File: src/rtl/alarm_zone_ctrl_pkg.sv
// alarm_pkg: shared types and default widths for the multi-zone alarm controller.
//   - alarm_state_e : controller state encoding
//   - DEF_*         : default widths used by the interface and top level
package alarm_pkg;

  typedef enum logic [2:0] {
    ST_IDLE    = 3'd0,
    ST_ARMED   = 3'd1,
    ST_PENDING = 3'd2,
    ST_ALARM   = 3'd3,
    ST_HOLD    = 3'd4
  } alarm_state_e;

  localparam int DEF_N_ZONES = 4;
  localparam int DEF_DTF_W   = 5;
  localparam int DEF_RTR_W   = 6;
  localparam int DEF_CNT_W   = 8;

endpackage

File: src/rtl/alarm_zone_ctrl_if.sv
// alarm_zone_ctrl_if: groups the sensor/control inputs and the siren/display
// outputs of alarm_zone_ctrl.
//   master : environment side (drives RUN, ws, zone_en, CLR_WC, restart, DTF, RTR)
//   slave  : controller side (drives active, pending, zones, alarm_cnt)
interface alarm_zone_ctrl_if
  import alarm_pkg::*;
#(
  parameter int N_ZONES = DEF_N_ZONES,
  parameter int DTF_W   = DEF_DTF_W,
  parameter int RTR_W   = DEF_RTR_W,
  parameter int CNT_W   = DEF_CNT_W
);

  logic               RUN;
  logic [N_ZONES-1:0] ws;
  logic [N_ZONES-1:0] zone_en;
  logic               CLR_WC;
  logic               restart;
  logic [DTF_W-1:0]   DTF;
  logic [RTR_W-1:0]   RTR;
  logic               active;
  logic               pending;
  logic [N_ZONES-1:0] zones;
  logic [CNT_W-1:0]   alarm_cnt;

  modport master (
    output RUN, ws, zone_en, CLR_WC, restart, DTF, RTR,
    input  active, pending, zones, alarm_cnt
  );

  modport slave (
    input  RUN, ws, zone_en, CLR_WC, restart, DTF, RTR,
    output active, pending, zones, alarm_cnt
  );

endinterface

File: src/rtl/alarm_down_counter.sv
// alarm_down_counter: loadable down counter with tick-enabled decrement.
//   clk, rst : clock, synchronous active-high reset
//   load_i   : load val_i (has priority over tick_i)
//   val_i    : load value
//   tick_i   : decrement enable; the count holds at zero
//   zero_o   : high on the tick that takes the count from 1 to 0
module alarm_down_counter #(
  parameter int W = 5
) (
  input  logic         clk,
  input  logic         rst,
  input  logic         load_i,
  input  logic [W-1:0] val_i,
  input  logic         tick_i,
  output logic         zero_o
);

  logic [W-1:0] count_q;

  // Count register: load, decrement on tick, never wraps below zero.
  always_ff @(posedge clk) begin
    if (rst) begin
      count_q <= '0;
    end else if (load_i) begin
      count_q <= val_i;
    end else if (tick_i && (count_q != '0)) begin
      count_q <= count_q - W'(1);
    end else begin
      count_q <= count_q;
    end
  end

  // A loaded zero never produces zero_o, which gives the "ring forever" case.
  assign zero_o = tick_i && (count_q == W'(1));

endmodule

File: src/rtl/alarm_zone_ctrl.sv
// alarm_zone_ctrl: multi-zone alarm controller.
//   clk, rst : clock, synchronous active-high reset
//   bus      : alarm_zone_ctrl_if.slave
//              in : RUN, ws, zone_en, CLR_WC, restart, DTF, RTR
//              out: active, pending, zones, alarm_cnt (all registered)
// An enabled open sensor starts the entry delay (DTF ticks); when it runs out
// the siren rings for RTR ticks (0 = until restart).
module alarm_zone_ctrl
  import alarm_pkg::*;
#(
  parameter int N_ZONES    = DEF_N_ZONES,
  parameter int DTF_W      = DEF_DTF_W,
  parameter int RTR_W      = DEF_RTR_W,
  parameter int TICK_DIV   = 1,
  parameter int AUTO_REARM = 0,
  parameter int CNT_W      = DEF_CNT_W
) (
  input logic              clk,
  input logic              rst,
  alarm_zone_ctrl_if.slave bus
);

  localparam int             PW         = (TICK_DIV > 1) ? $clog2(TICK_DIV) : 1;
  localparam logic [PW-1:0]  PRESC_LAST = PW'(TICK_DIV - 1);

  alarm_state_e       state_q, state_d;
  logic [PW-1:0]      presc_q, presc_d;
  logic [N_ZONES-1:0] zones_q, zones_d;
  logic [CNT_W-1:0]   cnt_q, cnt_d;
  logic               active_q, pending_q;
  logic [N_ZONES-1:0] trig_vec_s;
  logic               trig_s, tick_s, timed_s;
  logic               dly_load_s, ring_load_s, dly_zero_s, ring_zero_s;

  assign trig_vec_s = bus.ws & bus.zone_en;
  assign trig_s     = |trig_vec_s;
  assign timed_s    = (state_q == ST_PENDING) || (state_q == ST_ALARM);
  assign tick_s     = timed_s && (presc_q == PRESC_LAST);

  alarm_down_counter #(.W(DTF_W)) u_delay (
    .clk    (clk),
    .rst    (rst),
    .load_i (dly_load_s),
    .val_i  (bus.DTF),
    .tick_i (tick_s && (state_q == ST_PENDING)),
    .zero_o (dly_zero_s)
  );

  alarm_down_counter #(.W(RTR_W)) u_ring (
    .clk    (clk),
    .rst    (rst),
    .load_i (ring_load_s),
    .val_i  (bus.RTR),
    .tick_i (tick_s && (state_q == ST_ALARM)),
    .zero_o (ring_zero_s)
  );

  // Next state, zone latch and counter loads; RUN=0 overrides everything else.
  always_comb begin
    state_d     = state_q;
    zones_d     = zones_q;
    dly_load_s  = 1'b0;
    ring_load_s = 1'b0;
    if (!bus.RUN) begin
      state_d = ST_IDLE;
      zones_d = '0;
    end else begin
      case (state_q)
        ST_IDLE: begin
          state_d = ST_ARMED;
          zones_d = '0;
        end
        ST_ARMED: begin
          if (trig_s) begin
            zones_d = trig_vec_s;
            if (bus.DTF == '0) begin
              state_d     = ST_ALARM;
              ring_load_s = 1'b1;
            end else begin
              state_d    = ST_PENDING;
              dly_load_s = 1'b1;
            end
          end else begin
            zones_d = '0;
          end
        end
        ST_PENDING: begin
          if (bus.CLR_WC) begin
            state_d = ST_ARMED;
            zones_d = '0;
          end else begin
            zones_d = zones_q | trig_vec_s;
            if (dly_zero_s) begin
              state_d     = ST_ALARM;
              ring_load_s = 1'b1;
            end else begin
              state_d = ST_PENDING;
            end
          end
        end
        ST_ALARM: begin
          if (bus.restart) begin
            state_d = ST_ARMED;
            zones_d = '0;
          end else if (ring_zero_s) begin
            // Auto re-arm only when no enabled sensor is still open.
            if ((AUTO_REARM != 0) && !trig_s) begin
              state_d = ST_ARMED;
              zones_d = '0;
            end else begin
              state_d = ST_HOLD;
              zones_d = zones_q | trig_vec_s;
            end
          end else begin
            zones_d = zones_q | trig_vec_s;
          end
        end
        ST_HOLD: begin
          if (bus.restart) begin
            state_d = ST_ARMED;
            zones_d = '0;
          end else begin
            state_d = ST_HOLD;
          end
        end
        default: begin
          state_d = ST_IDLE;
          zones_d = '0;
        end
      endcase
    end
  end

  // Saturating alarm event counter, bumped on every ALARM entry.
  always_comb begin
    if (ring_load_s && (cnt_q != {CNT_W{1'b1}})) begin
      cnt_d = cnt_q + CNT_W'(1);
    end else begin
      cnt_d = cnt_q;
    end
  end

  // Tick prescaler: restarts on every state change, idles outside PENDING/ALARM.
  always_comb begin
    if (state_d != state_q) begin
      presc_d = '0;
    end else if (timed_s) begin
      presc_d = tick_s ? '0 : (presc_q + PW'(1));
    end else begin
      presc_d = '0;
    end
  end

  // State and registered outputs; outputs follow the next state directly.
  always_ff @(posedge clk) begin
    if (rst) begin
      state_q   <= ST_IDLE;
      presc_q   <= '0;
      zones_q   <= '0;
      cnt_q     <= '0;
      active_q  <= 1'b0;
      pending_q <= 1'b0;
    end else begin
      state_q   <= state_d;
      presc_q   <= presc_d;
      zones_q   <= zones_d;
      cnt_q     <= cnt_d;
      active_q  <= (state_d == ST_ALARM);
      pending_q <= (state_d == ST_PENDING);
    end
  end

  assign bus.active    = active_q;
  assign bus.pending   = pending_q;
  assign bus.zones     = zones_q;
  assign bus.alarm_cnt = cnt_q;

endmodule
File: src/flat_wrapper.sv
// flat-port wrapper written by rule: the top's interface ports become plain ports
module alarm_zone_ctrl_flat import alarm_pkg::*;
#(
  parameter int N_ZONES    = DEF_N_ZONES,
  parameter int DTF_W      = DEF_DTF_W,
  parameter int RTR_W      = DEF_RTR_W,
  parameter int TICK_DIV   = 1,
  parameter int AUTO_REARM = 0,
  parameter int CNT_W      = DEF_CNT_W
)
  (clk, rst, bus_RUN, bus_ws, bus_zone_en, bus_CLR_WC, bus_restart, bus_DTF, bus_RTR, bus_active, bus_pending, bus_zones, bus_alarm_cnt);
  alarm_zone_ctrl_if #(.N_ZONES(N_ZONES), .DTF_W(DTF_W), .RTR_W(RTR_W), .CNT_W(CNT_W)) bus_i ();
  input logic clk;
  input logic rst;
  input wire logic [$bits(bus_i.RUN)-1:0] bus_RUN;
  input wire logic [$bits(bus_i.ws)-1:0] bus_ws;
  input wire logic [$bits(bus_i.zone_en)-1:0] bus_zone_en;
  input wire logic [$bits(bus_i.CLR_WC)-1:0] bus_CLR_WC;
  input wire logic [$bits(bus_i.restart)-1:0] bus_restart;
  input wire logic [$bits(bus_i.DTF)-1:0] bus_DTF;
  input wire logic [$bits(bus_i.RTR)-1:0] bus_RTR;
  output wire logic [$bits(bus_i.active)-1:0] bus_active;
  output wire logic [$bits(bus_i.pending)-1:0] bus_pending;
  output wire logic [$bits(bus_i.zones)-1:0] bus_zones;
  output wire logic [$bits(bus_i.alarm_cnt)-1:0] bus_alarm_cnt;
  assign bus_i.RUN = bus_RUN;
  assign bus_i.ws = bus_ws;
  assign bus_i.zone_en = bus_zone_en;
  assign bus_i.CLR_WC = bus_CLR_WC;
  assign bus_i.restart = bus_restart;
  assign bus_i.DTF = bus_DTF;
  assign bus_i.RTR = bus_RTR;
  assign bus_active = bus_i.active;
  assign bus_pending = bus_i.pending;
  assign bus_zones = bus_i.zones;
  assign bus_alarm_cnt = bus_i.alarm_cnt;
  alarm_zone_ctrl #(.N_ZONES(N_ZONES), .DTF_W(DTF_W), .RTR_W(RTR_W), .TICK_DIV(TICK_DIV), .AUTO_REARM(AUTO_REARM), .CNT_W(CNT_W)) u_core (.clk(clk), .rst(rst), .bus(bus_i));
endmodule
File: config.mk
export PLATFORM = sky130hd
export DESIGN_NAME = alarm_zone_ctrl_flat
export DESIGN_NICKNAME = d
export VERILOG_FILES = /design/src/rtl/alarm_zone_ctrl_pkg.sv /design/src/rtl/alarm_zone_ctrl_if.sv /design/src/rtl/alarm_down_counter.sv /design/src/rtl/alarm_zone_ctrl.sv /design/src/flat_wrapper.sv
export SDC_FILE = /design/constraint.sdc
export NUM_CORES = 1
export LEC_CHECK = 0
export CAP_MARGIN = 20
export CORE_MARGIN = 2
export CORE_UTILIZATION = 50
export DETAILED_ROUTE_END_ITERATION = 8
export PLACE_DENSITY = 0.79
export SETUP_SLACK_MARGIN = 0.15
export SLEW_MARGIN = 20
export SYNTH_ARGS = -nofsm -noshare
export SYNTH_HDL_FRONTEND = slang
export SYNTH_SLANG_ARGS = --single-unit
File: constraint.sdc
create_clock -name clk -period 2.55 [get_ports clk]
set_input_delay 0.3825 -clock clk [delete_from_list [all_inputs] [get_ports clk]]
set_output_delay 0.3825 -clock clk [all_outputs]
set_load 0.05 [all_outputs]
## After elaboration in Yosys (flattened, before gate mapping)

Cells that the tools add are included.

| storage, ports and cells | value |
|---|---|
| register bits after elaboration | 29 |
| output and inout bits | 14 |
| input bits | 24 |
| word-level logic and storage cells | 74 |

| cells by class | value |
|---|---|
| equal/unequal tests | 11 |
| bitwise operators | 5 |
| add/subtract/negate cells | 4 |
| mux-type cells | 28 |
| reduce and logical (&&, ||, !) cells | 18 |

Operators with widths:

| cell | number |
|---|---|
| two-way mux 3 bit | 6 |
| two-way mux 4 bit | 4 |
| case mux 4 bit (4 select lines) | 1 |
| case mux 3 bit (5 select lines) | 1 |
| equality test 3 x 2 -> 1 bit, second input constant | 4 |
| two-way mux 6 bit | 2 |
| two-way mux 1 bit | 11 |
| two-way mux 5 bit | 2 |
| adder 8 x 1 -> 8 bit, second input constant | 1 |
| logical AND 1 bit | 8 |
| inequality test 8 bit, second input constant | 1 |
| OR reduction 4 bit | 2 |
| equality test 6 x 1 -> 1 bit, second input constant | 1 |
| nonzero test 6 bit | 1 |
| subtractor 6 x 1 -> 6 bit, second input constant | 1 |
| equality test 5 x 1 -> 1 bit, second input constant | 1 |
| zero test 5 bit | 1 |
| nonzero test 5 bit | 1 |
| subtractor 5 x 1 -> 5 bit, second input constant | 1 |
| AND 4 bit | 1 |
| bitwise OR 4 bit | 1 |
| nonzero test 2 bit | 2 |
| equality test 3 x 1 -> 1 bit, second input constant | 1 |
| equality test 3 bit, second input constant | 1 |
| other kinds (8) | 10 |

## Logic depth before layout (Yosys ltp)

Gate-level depths: netlist of run 1.

| logic depth | value |
|---|---|
| depth after elaboration | 11 |
| mapped depth | 8 |
| depth with buffers taken out | 7 |

## Modules after synthesis

A second synthesis of run 1 with hierarchy kept.

| second synthesis, totals | value |
|---|---|
| cell total of the unflattened synthesis | 200 |
| area, all modules | 1755.4 um2 |

Modules (own cells, without submodules):

| module | times used | area an instance (um2) | cells each | seq. area each (um2) |
|---|---|---|---|---|
| alarm_zone_ctrl | 1 | 997.2 | 113 | 360.3 |
| alarm_down_counter at u_core.u_ring | 1 | 432.9 | 50 | 120.1 |
| alarm_down_counter at u_core.u_delay | 1 | 325.3 | 37 | 100.1 |

## Worst setup path after synthesis of run 1

OpenSTA, ideal clock, no wires.

| path | value |
|---|---|
| path type | flip-flop to flip-flop |
| start point | register u_core.state_q[1] |
| end point | register u_core.cnt_q[4], in the netlist u_core.bus.alarm_cnt[4] |
| stages on the path, launching flop included | 8 |
| required time | 2.480 ns |
| path buffers | 2 |
| clock period less this slack | 1.852 ns |
| arrival time | 1.782 ns |
| library setup time | 0.070 ns |
| setup slack | 0.698 ns |
| cells stage by stage | dfxtp_1 -> buf_6 -> nand2b_4 -> nand2b_4 -> o32a_1 -> buf_6 -> or4_1 -> a21oi_1 |

| on the way | value |
|---|---|
| word-level cells in the longest chain between the ends | 10 |
| elaborated cells between the ends (all ways) | 12 |
| those cells by class | eq/ne: 3; mux: 4; reduce/logical: 5 |

RTL lines:

| item | RTL line | RTL |
|---|---|---|
| start, declared | alarm_zone_ctrl.sv:26 | `alarm_state_e state_q, state_d;` |
| start signal, assigned | alarm_zone_ctrl.sv:164 | `state_q <= state_d;` |
| equality test 3 x 2 -> 1 bit (on tied branches) | alarm_zone_ctrl.sv:37, alarm_zone_ctrl.sv:45, alarm_zone_ctrl.sv:68 |  |
| logical OR 1 bit | alarm_zone_ctrl.sv:37 | `assign timed_s = (state_q == ST_PENDING) \|\| (state_q == ST_ALARM);` |
| logical AND 1 bit | alarm_zone_ctrl.sv:38 | `assign tick_s = timed_s && (presc_q == PRESC_LAST);` |
| logical AND 1 bit | alarm_zone_ctrl.sv:45 | `.tick_i (tick_s && (state_q == ST_PENDING)),` |
| logical AND 1 bit | alarm_down_counter.sv:34 | `assign zero_o = tick_i && (count_q == W'(1));` |
| two-way mux 1 bit | alarm_zone_ctrl.sv:93 | `if (dly_zero_s) begin` |
| two-way mux 1 bit | alarm_zone_ctrl.sv:88 | `if (bus.CLR_WC) begin` |
| case mux 1 bit (2 select lines) * | alarm_zone_ctrl.sv:68 | `case (state_q)` |
| two-way mux 1 bit * | alarm_zone_ctrl.sv:64 | `if (!bus.RUN) begin` |
| logical AND 1 bit * | alarm_zone_ctrl.sv:136 | `if (ring_load_s && (cnt_q != {CNT_W{1'b1}})) begin` |
| end signal, assigned | alarm_zone_ctrl.sv:167 | `cnt_q <= cnt_d;` |
| end, declared | alarm_zone_ctrl.sv:29 | `logic [CNT_W-1:0] cnt_q, cnt_d;` |

Mark *: on every way between the ends. The rest lies on a longest branch, timed or not.
A chain may end at the register's enable or synchronous reset.

## Worst setup path after layout of run 1

| path | value |
|---|---|
| start point | input bus_zone_en[1] |
| end point | register u_core.cnt_q[6], in the netlist u_core.bus.alarm_cnt[6] |

| on the way | value |
|---|---|
| word-level cells in the longest chain between the ends | 6 |

RTL lines:

| item | RTL line | RTL |
|---|---|---|
| start, declared | flat_wrapper.sv:17 | `input wire logic [$bits(bus_i.zone_en)-1:0] bus_zone_en;` |
| AND 4 bit | alarm_zone_ctrl.sv:35 | `assign trig_vec_s = bus.ws & bus.zone_en;` |
| OR reduction 4 bit | alarm_zone_ctrl.sv:36 | `assign trig_s = \|trig_vec_s;` |
| two-way mux 1 bit | alarm_zone_ctrl.sv:74 | `if (trig_s) begin` |
| case mux 1 bit (2 select lines) | alarm_zone_ctrl.sv:68 |  |
| two-way mux 1 bit | alarm_zone_ctrl.sv:64 |  |
| logical AND 1 bit | alarm_zone_ctrl.sv:136 |  |

No other way between the ends.

==> results of run 1 <==
==> routing by layer <==
layer | vias to the layer above | track usage (%) | part of all wire, %
li1 | 857 | - | -
met1 | 766 | 27.83 | 48
met2 | 35 | 32.53 | 46
met3 | 6 | 5.045 | 4.6
met4 | 0 | 8.333 | 1.2
met5 | - | 0 | 0
==> cells in the final DEF (no fill, tap or decap), types with 2 or more instances in the layout <==
master,count
a211oi_1,8
o221ai_1,2
clkbuf_4,5
o211ai_1,3
o31ai_1,5
or4_1,4
a21oi_1,17
inv_1,10
buf_4,7
o21bai_1,2
nand4_1,3
nand3_1,14
or3_1,3
nor2_1,14
mux2i_1,3
a31oi_1,5
nor3_1,10
and3_1,3
and4_1,2
a32oi_1,2
xor2_1,4
nand2_1,20
nand2b_4,2
clkdlybuf4s50_1,37
xnor2_1,2
ha_1,7
o22a_1,3
dfxtp_1,29
nor2b_1,2
o21ai_0,2
==> state kept, by name (all words and copies together), names as in the netlist <==
signal                  count
u_core.bus.alarm_cnt        8
u_core.u_ring.count_q       6
u_core.bus.active           1
u_core.state_q              3
u_core.u_delay.count_q      5
u_core.presc_q              1
u_core.bus.pending          1
u_core.bus.zones            4
==> path summary, 6_finish.rpt <==
check,startpoint,to,depth (start not counted)
hold reg to reg,u_core.u_delay.count_q[4],u_core.u_delay.count_q[4],2
hold / removal,u_core.u_delay.count_q[4],u_core.u_delay.count_q[4],2
setup / recovery,bus_zone_en[1],u_core.bus.alarm_cnt[6],6
setup reg to reg,u_core.state_q[0],u_core.bus.alarm_cnt[6],5
==> synth_stat cells (4+ instances only) <==
| cell type | count |
|---|---|
| dfxtp_1 | 29 |
| nand2_1 | 20 |
| a21oi_1 | 17 |
| nand3_1 | 14 |
| nor2_1 | 14 |
| inv_1 | 10 |
| nor3_1 | 10 |
| a211oi_1 | 8 |
| ha_1 | 7 |
| a31oi_1 | 5 |
| o31ai_1 | 5 |
| clkbuf_1 | 4 |
| or4_1 | 4 |
| xor2_1 | 4 |
==> cell families after synthesis <==
family	share of synthesized area, %
compound gates	22.62
xor+xnor	3.055
fa+ha+maj	5.091
buf+inv	5.673
flops	33.75
mux	2.400
other cells	0.2180
simple gates	27.20
==> power groups by stage <==
stage	combinational (mW)	clock (mW)	sequential [mW]
after floorplan	0.0610	0	0.477
after global placement	0.114	0	0.479
after detailed placement	0.116	0	0.479
after CTS	0.116	0.407	0.469
after global routing	0.128	0.426	0.470
final	0.116	0.401	0.469
==> tightest hold or removal path, stage by stage, from the launching register on <==
cell and delay (ns):
dfxtp_1 0.33, nand3_1 0.06, a21oi_1 0.05
==> per-stage QoR <==
| stage | cell area (um^2) | instances | worst slack [ns] | hold slack [ns] | util [%] |
|---|---|---|---|---|---|
| detailed placement | 2145 | 288 | 0.03306 | 0.4769 | 64.78 |
| global placement | 2145 | 288 | 0.06837 | 0.4721 | 64.78 |
| finish | 2230 | 296 | 0.3862 | 0.4858 | 67.35 |
| global route | 2230 | 296 | 0.3181 | 0.5182 | 67.35 |
| floorplan | 1720 | 206 | 0.6979 | 0.4573 | - |
| CTS | 2230 | 296 | 0.3805 | 0.4905 | 67.35 |
==> layout make-up <==
type	instances	area [um^2]	share of cell area [%]
Clock buffer	7	55.05	2.469
Inverter	11	41.29	1.852
Sequential cell	29	580.6	26.04
Multi-Input combinational cell	158	1042	46.75
Timing Repair Buffer	44	422.9	18.97
Clock inverter	1	30.03	1.347
Tap cell	46	57.56	2.581
==> results.json, run 1 <==
{
  "num-nets-final": 280,
  "drt_drc_violations_left": 0,
  "postCtsHoldBufs": 0,
  "critPathArrivalTime_ns": 2.40,
  "req_time_crit_path_ns": 2.78,
  "timing.critical_path.cells": "clkdlybuf4s50_1 -> nand2_1 -> and4_1 -> o32a_1 -> or4b_1 -> and3_1",
  "setup_viol": 0,
  "total_leakage_power_nw": 0.7755,
  "io_pins": 38,
  "core_mm2": 0.003311,
  "number_of_buffers_added_on_ports": 37,
  "critPathSlowestCell": "or4b_1",
  "pwr-share-seq_pct": 47.6,
  "synth_seq_area_share_pct": 33.75,
  "wire_length_of_the_first_global_routing_pass_um": 6548,
  "cts_buffer_depth": 2,
  "drt_iter0_markers": 62,
  "clk_latency_ns": 0.33,
  "synthesis.yosys.warnings": 0,
  "routedWlPerCell_um": 13.16,
  "synthesis.instances": 206,
  "antenna_violations_before_repair": 0,
  "clockPowerShare_pct": 40.6,
  "syn2layout_area_growth_pct": 29.60,
  "async_flop_share_pct": 0,
  "num_rows": 21,
  "switching_share_pct": 23.58,
  "firstDrtPassIters": 4,
  "fp.dieArea_mm2": 0.003926,
  "max_slew_headroom_pct": 56.45,
  "slew_viol_final": 0,
  "timing.max_cap.violations": 0,
  "routed-via-count": 1664,
  "grt_setup_unrepaired": "false",
  "clkSlewWorstSetupHoldPaths_ns": 0.09,
  "die-width_um": 62.66,
  "count_of_final_hold_check_violations": 0,
  "min_period_over_period_pct": 84.85,
  "critPathCaptureType": "register",
  "pin_count_of_the_biggest_net_entering_global_routing": 17,
  "combinationalPowerShare_pct": 11.8,
  "grt-ovfl-total": 0,
  "final_weighted_congestion_in_routability_driven_placement": 0.8586,
  "postRouteAntennaNets": 0,
  "critical_path.top_delay_family": "simple AND/OR/NAND/NOR gates",
  "outcome": "finished clean",
  "avgSynthCellArea_um2": 8.351,
  "total_of_flip_flops_plus_latches_after_synthesis": 29,
  "route.detailed.vias_per_inst": 5.622,
  "vdd.ir_drop.worst_v": 0.0003476,
  "ctsResizeCount": 0,
  "power_density_mw_per_mm2": 442.2,
  "yosys-top-cells-area": "dfxtp_1 34%, ha_1 5.1%, a21oi_1 4.9%, nand2_1 4.4%, nand3_1 4.1%",
  "cts-buffers-inserted": 5,
  "worst-path-max-fanout": 11,
  "hold_class": "reg2reg",
  "setup_total_negative_slack_ns": 0,
  "mappedNetlistArea_mm2": 0.001720,
  "worstSetupStartpointType": "input pin",
  "ctsHtreeMaxLevel": 2,
  "post-layout-total-power_mw": 0.9859,
  "max_stage_delay_ns": 0.53,
  "cts_tree": "built",
  "die_height_um": 62.66,
  "p_switching_mw": 0.2325,
  "globalRouteTotalUtil_pct": 20.88,
  "clock-root-buffer": "clkbuf_4",
  "grt_pass1_vias": 1450,
  "yosys_most_used_dff": "dfxtp_1",
  "p_int_mw": 0.7534,
  "reg2reg_slack_ns": 0.45,
  "synth_top_area_share_pct": 33.75,
  "worst-setup-path-type": "in2reg",
  "dpl.hpwl_um": 2886,
  "mappedNetlistNets": 237,
  "postCtsSetupRepairBufs": 0,
  "critical_path.n_buffers_inverters": 1,
  "cts_num_sinks": 29,
  "diodes": 0,
  "drt-total-wl_um": 3895,
  "max_slew.worst_pin.slew_ns": 0.6445,
  "fin_worst_skew_ns": 0.005587,
  "fraction_of_final_layout_cells_with_drive_strength_greater_than_1_pct": 8.400,
  "synth_enable_flop_cells": 0,
  "clock.fmax_ghz": 0.4622,
  "synth.lib_cells_used.distinct": 47,
  "number_of_inserted_filler_cells_in_the_final_layout": 299,
  "start_util_pct": 51.97,
  "post-route-min-period_ns": 2.164,
  "area_leader_netlist": "dfxtp_1"
}
Note: power is estimated with default switching activity, not from simulation.
==> run 2: changes to the inputs <==
--- a/config.mk
+++ b/config.mk
@@ -7,9 +7,9 @@
 export LEC_CHECK = 0
 export CAP_MARGIN = 20
 export CORE_MARGIN = 2
-export CORE_UTILIZATION = 50
+export CORE_UTILIZATION = 45
 export DETAILED_ROUTE_END_ITERATION = 8
-export PLACE_DENSITY = 0.79
+export PLACE_DENSITY = 0.75
 export SETUP_SLACK_MARGIN = 0.15
 export SLEW_MARGIN = 20
 export SYNTH_ARGS = -nofsm -noshare
==> constraint.sdc (replaced) <==
create_clock -name clk -period 1.8 [get_ports clk]
set_input_delay 0.27 -clock clk [delete_from_list [all_inputs] [get_ports clk]]
set_output_delay 0.27 -clock clk [all_outputs]
set_load 0.05 [all_outputs]
==> run 2 against run 1 <==
Net effect: the run now ends with setup timing left; die area is 10% higher; critical path depth increased by 1; clock skew about the same; via count rose by 9.9%; routed wire length up 20%; global-route usage grew 1.6 points; first-iteration DRC count up 37%; clock power increased by 36%; sequential power grew 41%; register-to-register slack got worse by 0.46 ns; largest power group unchanged; highest routed layer unchanged.
==> results.json, run 2 (synthesis results as in run 1) <==
{
  "largest_register_ff_count": 8,
  "clock.fmax_ghz": 0.5532,
  "postCtsHoldBufs": 0,
  "vdd.ir_drop.worst_v": 0.0004327,
  "pin_count_of_the_biggest_net_entering_global_routing": 17,
  "reg2reg_slack_ns": -0.008,
  "switching_share_pct": 24.94,
  "total_leakage_power_nw": 1.022,
  "worst-setup-path-type": "reg2reg",
  "fin_worst_skew_ns": 0.005792,
  "clk_latency_ns": 0.28,
  "postRouteAntennaNets": 0,
  "die-width_um": 65.83,
  "number_of_inserted_filler_cells_in_the_final_layout": 322,
  "p_switching_mw": 0.3555,
  "most-common-layout-cells": "44 x buf_4, 21 x dfxtp_1, 20 x dlygate4sd2_1, 19 x nand2_1, 15 x a21oi_1",
  "final_weighted_congestion_in_routability_driven_placement": 0.8917,
  "outcome": "complete, but fails checks",
  "critPathArrivalTime_ns": 1.98,
  "timing.max_cap.violations": 0,
  "hold_class": "in2reg",
  "worst-path-max-fanout": 5,
  "clkSlewWorstSetupHoldPaths_ns": 0.06,
  "fraction_of_final_layout_cells_with_drive_strength_greater_than_1_pct": 29.93,
  "worst_slack_ns": -0.007710,
  "grt_setup_unrepaired": "true",
  "min_path_cells": 3,
  "clock-root-buffer": "clkbuf_8",
  "drt-total-wl_um": 4691,
  "combinationalPowerShare_pct": 15.3,
  "area.sequential_um2": 590.6,
  "req_time_crit_path_ns": 1.97,
  "syn2layout_area_growth_pct": 49.31,
  "min_period_over_period_pct": 100.4,
  "cts_buffer_depth": 2,
  "failing_checks": "setup timing",
  "setup_total_negative_slack_ns": -0.007710,
  "multiInputGateArea_mm2": 0.001137,
  "antenna_violations_before_repair": 0,
  "dp_slack_ns": -0.4563,
  "count_of_final_hold_check_violations": 0,
  "whs_endpoint": "u_core.u_delay.count_q[3]",
  "route.detailed.vias_per_inst": 5.506,
  "routed-via-count": 1828,
  "ctsHtreeMaxLevel": 2,
  "die_height_um": 65.83,
  "grt_pass1_vias": 1687,
  "cts-buffers-inserted": 5,
  "slew_viol_final": 0,
  "pwr-share-seq_pct": 46.4,
  "holdCritStartpoint": "bus_DTF[3]",
  "post-route-min-period_ns": 1.808,
  "routedWlPerCell_um": 14.13,
  "number_of_buffers_added_on_ports": 37,
  "num-nets-final": 315,
  "drt_drc_violations_left": 0,
  "worstSetupStartpointType": "register",
  "layout_commonest_cell": "buf_4",
  "p_int_mw": 1.070,
  "dpl.hpwl_um": 3287,
  "cts_num_sinks": 29,
  "start_util_pct": 46.99,
  "firstDrtPassIters": 4,
  "core_mm2": 0.003661,
  "setup_viol": 1,
  "fp.dieArea_mm2": 0.004334,
  "power_density_mw_per_mm2": 554.9,
  "worstReg2RegEnd": "u_core.bus.alarm_cnt[4]",
  "placed_cell_area_mm2": 0.002394,
  "num_rows": 22,
  "cts_tree": "built",
  "wire_length_of_the_first_global_routing_pass_um": 7534,
  "globalRouteTotalUtil_pct": 22.45,
  "postLayoutCellArea_mm2": 0.002569,
  "diodes": 0,
  "rr_worst_depth": 7,
  "grt-ovfl-total": 0,
  "clockPowerShare_pct": 38.2,
  "drt_iter0_markers": 85,
  "io_pins": 38,
  "crit-reg2reg-launch": "u_core.state_q[1]",
  "critPathCaptureType": "register"
}
## run 2: cell types whose count changed in the layout (fill, tap and decap cells not counted), sizes merged
| cell | delta |
|---|---|
| dlygate4sd2 | +20 |
| bufinv | -1 |
| buf | +40 |
| clkdlybuf4s50 | -25 |
## run 2: cell type report
type	count	area share, %
Multi-Input combinational cell	158	44.28
Timing Repair Buffer	79	25.43
Sequential cell	29	22.99
Clock buffer	7	3.361
Tap cell	48	2.338
Inverter	11	1.607
## run 2: repair_timing
| action | in CTS | in global routing |
|---|---|---|
| setup endpoints to repair | 24 | 17 |
| setup buffers | 2 | 0 |
| hold endpoints to repair | 0 | 0 |
| pin swaps | 13 | 8 |
| gates resized for setup | 31 | 13 |
| cloned | 1 | 0 |
## run 2: layer usage
metal	track usage, %	share of wire, %	wire length (um)	up-vias
met3	6.474	5.1	240	6
met5	0	0	0	-
met4	6.250	0.85	40	0
met2	39.52	50	2365	48
met1	26.35	44	2044	854
li1	-	-	-	920
## run 2: metrics by stage
stage / utilization [%] / total power, mW / hold slack [ns] / cells
after floorplan: - / 0.7647 / 0.3493 / 206
after global placement: 65.38 / 0.8842 / 0.4745 / 322
after detailed placement: 65.38 / 0.8870 / 0.4898 / 322
after CTS: 68.59 / 1.426 / 0.4251 / 332
after global routing: 70.16 / 1.487 / 0.4768 / 332
final: 70.16 / 1.425 / 0.4263 / 332
## run 2: power by group through the flow
stage | sequential, mW | combinational (mW) | clock [mW]
finish | 0.662 | 0.219 | 0.545
global route | 0.662 | 0.238 | 0.587
CTS | 0.661 | 0.208 | 0.556
detailed placement | 0.675 | 0.212 | 0
global placement | 0.675 | 0.209 | 0
floorplan | 0.676 | 0.0884 | 0
## run 2: worst max-delay path by stage
| stage | start | end | slack (ns) | depth (start not counted) |
|---|---|---|---|---|
| 4_1_cts | u_core.state_q[1] | u_core.bus.alarm_cnt[6] | 0.01 | 5 |
| 6_report | u_core.state_q[1] | u_core.bus.alarm_cnt[4] | -0.008 | 7 |
| 3_5_place_dp | bus_ws[0] | u_core.bus.alarm_cnt[6] | -0.46 | 6 |
| 2_1_floorplan | u_core.state_q[1] | u_core.bus.alarm_cnt[2] | 0.04 | 7 |
| 3_3_place_gp | bus_ws[2] | u_core.bus.alarm_cnt[6] | -0.41 | 6 |
| 5_1_grt | u_core.state_q[2] | u_core.bus.alarm_cnt[2] | -0.15 | 7 |
## run 2: critical path, stage by stage, from the launching register on
cell,delay (ns)
dfxtp_2,0.34
nand2b_4,0.14
nand2b_4,0.13
o32a_1,0.41
buf_4,0.17
buf_2,0.15
o31ai_2,0.27
a21oi_2,0.08
==> patch 1 (flow settings as in run 2) <==
`AUTO_REARM` is set to 0 in 2 places; all go to 1.
--- a/src/rtl/alarm_zone_ctrl.sv
+++ b/src/rtl/alarm_zone_ctrl.sv
@@ -13,5 +13,5 @@
   parameter int RTR_W      = DEF_RTR_W,
   parameter int TICK_DIV   = 1,
-  parameter int AUTO_REARM = 0,
+  parameter int AUTO_REARM = 1,
   parameter int CNT_W      = DEF_CNT_W
 ) (
--- a/src/flat_wrapper.sv
+++ b/src/flat_wrapper.sv
@@ -6,5 +6,5 @@
   parameter int RTR_W      = DEF_RTR_W,
   parameter int TICK_DIV   = 1,
-  parameter int AUTO_REARM = 0,
+  parameter int AUTO_REARM = 1,
   parameter int CNT_W      = DEF_CNT_W
 )
Function: changed (a bounded check fails within 4 cycles, from zero or initial values and one cycle with rst high).
==> patch 1 against run 2 <==
The run still ends with negative setup slack left. Clock skew shrank 0.0015 ns. Design area up 7.7%. Worst setup slack lost 0.22 ns. Sequential cell count unchanged. Register-to-register slack got worse by 0.17 ns. Die area fell by 1.3%. Clock power grew 1%. Sequential share of layout area fell by 1.6 points. Combinational power grew 6%. Routed wire length increased by 12%. Highest routed layer unchanged. Power increased by 1.2%. Synthesized area decreased by 1.4%. Non-clock buffer count grew 5.
==> patch 1: results (changes against run 2) <==
stage	metric	value	unit	change
finish	instances_no_fill	337		+1.5%
yosys	synthAdderAreaFrac	5.16	%	+0.071 points
critical_path	critPathArrivalTime	2.25	ns	+0.27 ns
yosys	synth_cell_types	51		+8.5%
yosys	avgSynthCellArea	8.16	um^2	-2.3%
run_status	status	finished with violations		
critical_path	path_max_fanout	4		-1
yosys	synth_area_leaders	dfxtp_1 (34%), ha_1 (5.2%), nand2_1 (4.2%)		
yosys	synth_compound_area_share	19.2	%	-3.4 points
timing	fin_skew	0.00426	ns	-0.00153 ns
timing	finalSetupViolCount	14		+13
yosys	syn-num-nets	239		+0.84%
yosys	synth.top_cells.by_count	dfxtp_1 (29), nand2_1 (19), nor2_1 (17)		
placed_design	gp_congestion	0.824		-7.6%
timing	finalWorstSetupSlack	-0.229	ns	-0.221 ns
run_status	violations	negative setup slack		
pwr	p_leak	1.12	nW	+9.8%
timing	finalSetupTns	-1.70	ns	-1.70 ns
route	drt_iter0_drc	175		+110%
placed_design	hpwl	3300	um	+0.40%
finish	final_nets	320		+1.6%
finish	layout-drive-gt1-share	37.4	%	+7.4 points
global_routing	grt_pass1_wl	8410	um	+12%
route	drt_pass1_iterations	6		+2
global_routing	grt_max_degree	12		-5
global_routing	grt_pass1_vias	1884		+12%
yosys	synth.mux.area_fraction	3.10	%	+0.70 points
global_routing	grt_usage	25.5	%	+3.0 points
route	post_drt_via_cell_ratio	5.71		+3.7%
[patch 1: cells by family (layout without fill, tap and decap cells)]
group	after synthesis	in the layout
flip-flops	29	29
XOR/XNOR	6	6
multiplexers	5	5
AND/OR/NAND/NOR	94	94
other	1	1
buffers and inverters	20	101
AO/OA/AOI/OAI	46	46
adder cells (fa/ha/maj)	7	7
[patch 1: area by class of cell]
cell class                      instances  area (um^2)
Multi-Input combinational cell        159         1260
Fill cell                             245          867
Timing Repair Buffer                   84          728
Tap cell                               48         60.1
Sequential cell                        29          591
Inverter                               10         37.5
Clock buffer                            7         86.3
[patch 1: timing repair]
action / CTS / global route
gates resized for setup: 51 / 29
cloned: 0 / 0
buffers inserted: 9 / 1
endpoints found under the setup margin: 35 / 26
pin swaps: 13 / 14
[patch 1: final timing paths]
check,from,end,slack (ns),cells after the start
worst max-delay path,bus_DTF[2],u_core.bus.alarm_cnt[2],-0.23,6
worst min-delay path,bus_DTF[2],u_core.u_delay.count_q[2],0.30,3
worst max register to register,u_core.state_q[0],u_core.bus.alarm_cnt[2],-0.18,6
worst min register to register,u_core.bus.zones[1],u_core.bus.zones[1],0.48,2
[patch 1: report_power, final]
group | internal, W | switching, W | leakage, nW | total [W]
combinational | 0.000118 | 0.000115 | 0.841 | 0.000232
clock | 0.000303 | 0.000248 | 0.0443 | 0.000551
sequential | 0.000650 | 0.00000968 | 0.237 | 0.000660
[patch 1: critical path: stages]
cell     delay, ns
buf_6         0.09
or4_4         0.54
or4_4         0.45
o21a_4        0.23
or4_4         0.53
a21oi_2       0.13
[patch 1: layer usage]
metal  global-route usage (%)  wire length, um
met1                     30.1             2180
met3                     4.97              272
met4                     7.81              148
met2                     46.2             2640
met5                        0                0
==> patch 2 (settings of run 2) <==
Made on the original files. Re-encode `alarm_state_e` (5 states) as one-hot, 5 bits wide.
--- a/src/rtl/alarm_zone_ctrl_pkg.sv
+++ b/src/rtl/alarm_zone_ctrl_pkg.sv
@@ -4,10 +4,10 @@
 package alarm_pkg;
 
-  typedef enum logic [2:0] {
-    ST_IDLE    = 3'd0,
-    ST_ARMED   = 3'd1,
-    ST_PENDING = 3'd2,
-    ST_ALARM   = 3'd3,
-    ST_HOLD    = 3'd4
+  typedef enum logic [4:0] {
+    ST_IDLE    = 5'b00001,
+    ST_ARMED   = 5'b00010,
+    ST_PENDING = 5'b00100,
+    ST_ALARM   = 5'b01000,
+    ST_HOLD    = 5'b10000
   } alarm_state_e;
 
Function: same outputs for any inputs over 10 cycles, from zero or initial values and one cycle with rst high; not proved beyond that.
==> patch 2 against run 2 <==
Final cell count grew 8.1%. Routed wire length grew 18%. Fmax shrank 19%. Via count grew 14%. Synthesized area grew 3.4%. Worst setup slack lost 0.42 ns. Design area grew 13%. The run still ends with negative setup slack left. Sequential cell count grew 2. Power grew 3.0%. Largest cell class unchanged. Sequential power grew 5.6%. Core utilization grew 7.3 points. Critical endpoint is now u_core.bus.alarm_cnt[2].
==> patch 2: results (changes against run 2) <==
stage	metric	value	unit	change
critical_path	startpoint	u_core.state_q[0]		
critical_path	path_max_fanout	6		+1
yosys	ys.warnings.count	0		unchanged
global_routing	grt_pass1_wl	8450	um	+12%
yosys	seq_area_frac_synth	34.9	%	+1.1 points
global_routing	grt_usage	25.0	%	+2.5 points
critical_path	critPathArrivalTime	2.46	ns	+0.48 ns
min_path	hold_start	u_core.u_ring.count_q[5]		
route	vias	2081		+14%
run_status	status	finished with violations		
global_routing	grt_util_met2	39.6	%	+0.10 points
critical_path	cp_slowest_cell	or4_4		
critical_path	endpoint	u_core.bus.alarm_cnt[2]		
critical_path	rr_worst_depth	5		-2
placed_design	gp_congestion	0.865		-3.0%
min_path	hold_depth	2		-1
timing	finalSetupViolCount	22		+21
yosys	async_flop_share	0	%	unchanged
critical_path	path_delay_family	simple AND/OR/NAND/NOR gates		
route	ant_nets	0		unchanged
clock_network	cts_resized	22		-29%
timing	finalWorstSetupSlack	-0.427	ns	-0.419 ns
yosys	syn-num-nets	246		+3.8%
run_status	violations	negative setup slack		
min_path	hp-class	reg -> reg		
timing	fin_skew	0.00526	ns	-0.000528 ns
route	route.layer.met1.wl	2490	um	+22%
min_path	min_to	u_core.u_ring.count_q[5]		
yosys	synth_cell_types	52		+11%
global_routing	gr-usage-met3	4.05	%	-2.4 points
global_routing	grt_max_degree	20		+3
global_routing	grt_pass1_vias	1847		+9.5%
route	met3WireLength	265	um	+10%
yosys	synth.top_cells.by_count	dfxtp_1 (31), a21oi_1 (18), nor3_1 (13)		
pwr	max-vdd-ir-drop	0.452	mV	+4.5%
timing	holdWs	0.521	ns	+0.0944 ns
timing	maxSlewHeadroom	65.0	%	
finish	fillCellCount	268		-17%
yosys	synth_area_leaders	dfxtp_1 (35%), a21oi_1 (5.1%), ha_1 (4.9%)		
clock_network	clk_pin_slew	0.07	ns	
route	drt_iter0_drc	120		+41%
route	wl_met2	2680	um	+13%
route	routedWlPerCell	15.4	um	+8.7%
global_routing	grt_util_met1	33.0	%	+6.6 points
finish	final_nets	341		+8.3%
critical_path	cpPeakStageDelay	0.53	ns	+0.12 ns
placed_design	hpwl	3620	um	+10%
finish	layout-drive-gt1-share	36.3	%	+6.4 points
pwr	p_leak	1.10	nW	+7.2%
clock_network	cts_setup_buffers	3		+1
==> patch 2: cell count changes in the layout (fill, tap and decap cells not counted), moves of 5 or more <==
cell / run 2 / this run
nand3_1: 14 / 6
clkdlybuf4s50_1: 12 / 23
dfxtp_2: 8 / 3
buf_4: 44 / 62
nand2b_1: 0 / 5
a31oi_1: 5 / 10
dlygate4sd2_1: 20 / 6
nand2_1: 19 / 10
dfxtp_1: 21 / 28
==> patch 2: power by group <==
group / internal (W) / leakage (nW) / total [W] / switching [W]
logic: 0.000128 / 0.804 / 0.000220 / 0.0000924
registers: 0.000693 / 0.250 / 0.000699 / 0.00000586
clock network: 0.000271 / 0.0422 / 0.000548 / 0.000277
total: 0.00109 / 1.10 / 0.00147 / 0.000375
==> patch 2: logic make-up after synthesis <==
group	Yosys count	synth area share, %
other	1	0.211
muxes	1	0.563
DFF	31	34.9
xor gates and xnor gates	7	3.45
and+or+nand+nor	78	24.4
adders and majority gates	7	4.92
buffers and inverters	17	4.08
AOI/OAI and AO/OA	73	27.5
==> patch 2: final cells by class <==
class	instances	area share, %
clock buffers	7	2.63
clock inverters	1	0.173
inverters	8	1.04
multi-input cells	168	44.8
flip-flops and latches	31	21.5
well taps	48	2.07
repair buffers	96	27.7
==> patch 2: metrics by stage <==
| stage | TNS (ns) | cells | worst slack [ns] | utilization [%] | instance area (um^2) |
|---|---|---|---|---|---|
| 6_report | -6.23 | 359 | -0.427 | 77.5 | 2900 |
| 5_1_grt | -7.44 | 359 | -0.460 | 77.5 | 2900 |
| 4_1_cts | -5.55 | 354 | -0.410 | 72.4 | 2710 |
| 3_5_place_dp | -6.33 | 342 | -0.488 | 68.4 | 2560 |
| 3_3_place_gp | -5.80 | 342 | -0.466 | 68.4 | 2560 |
| 2_1_floorplan | -7.24 | 215 | -0.576 | - | 1820 |
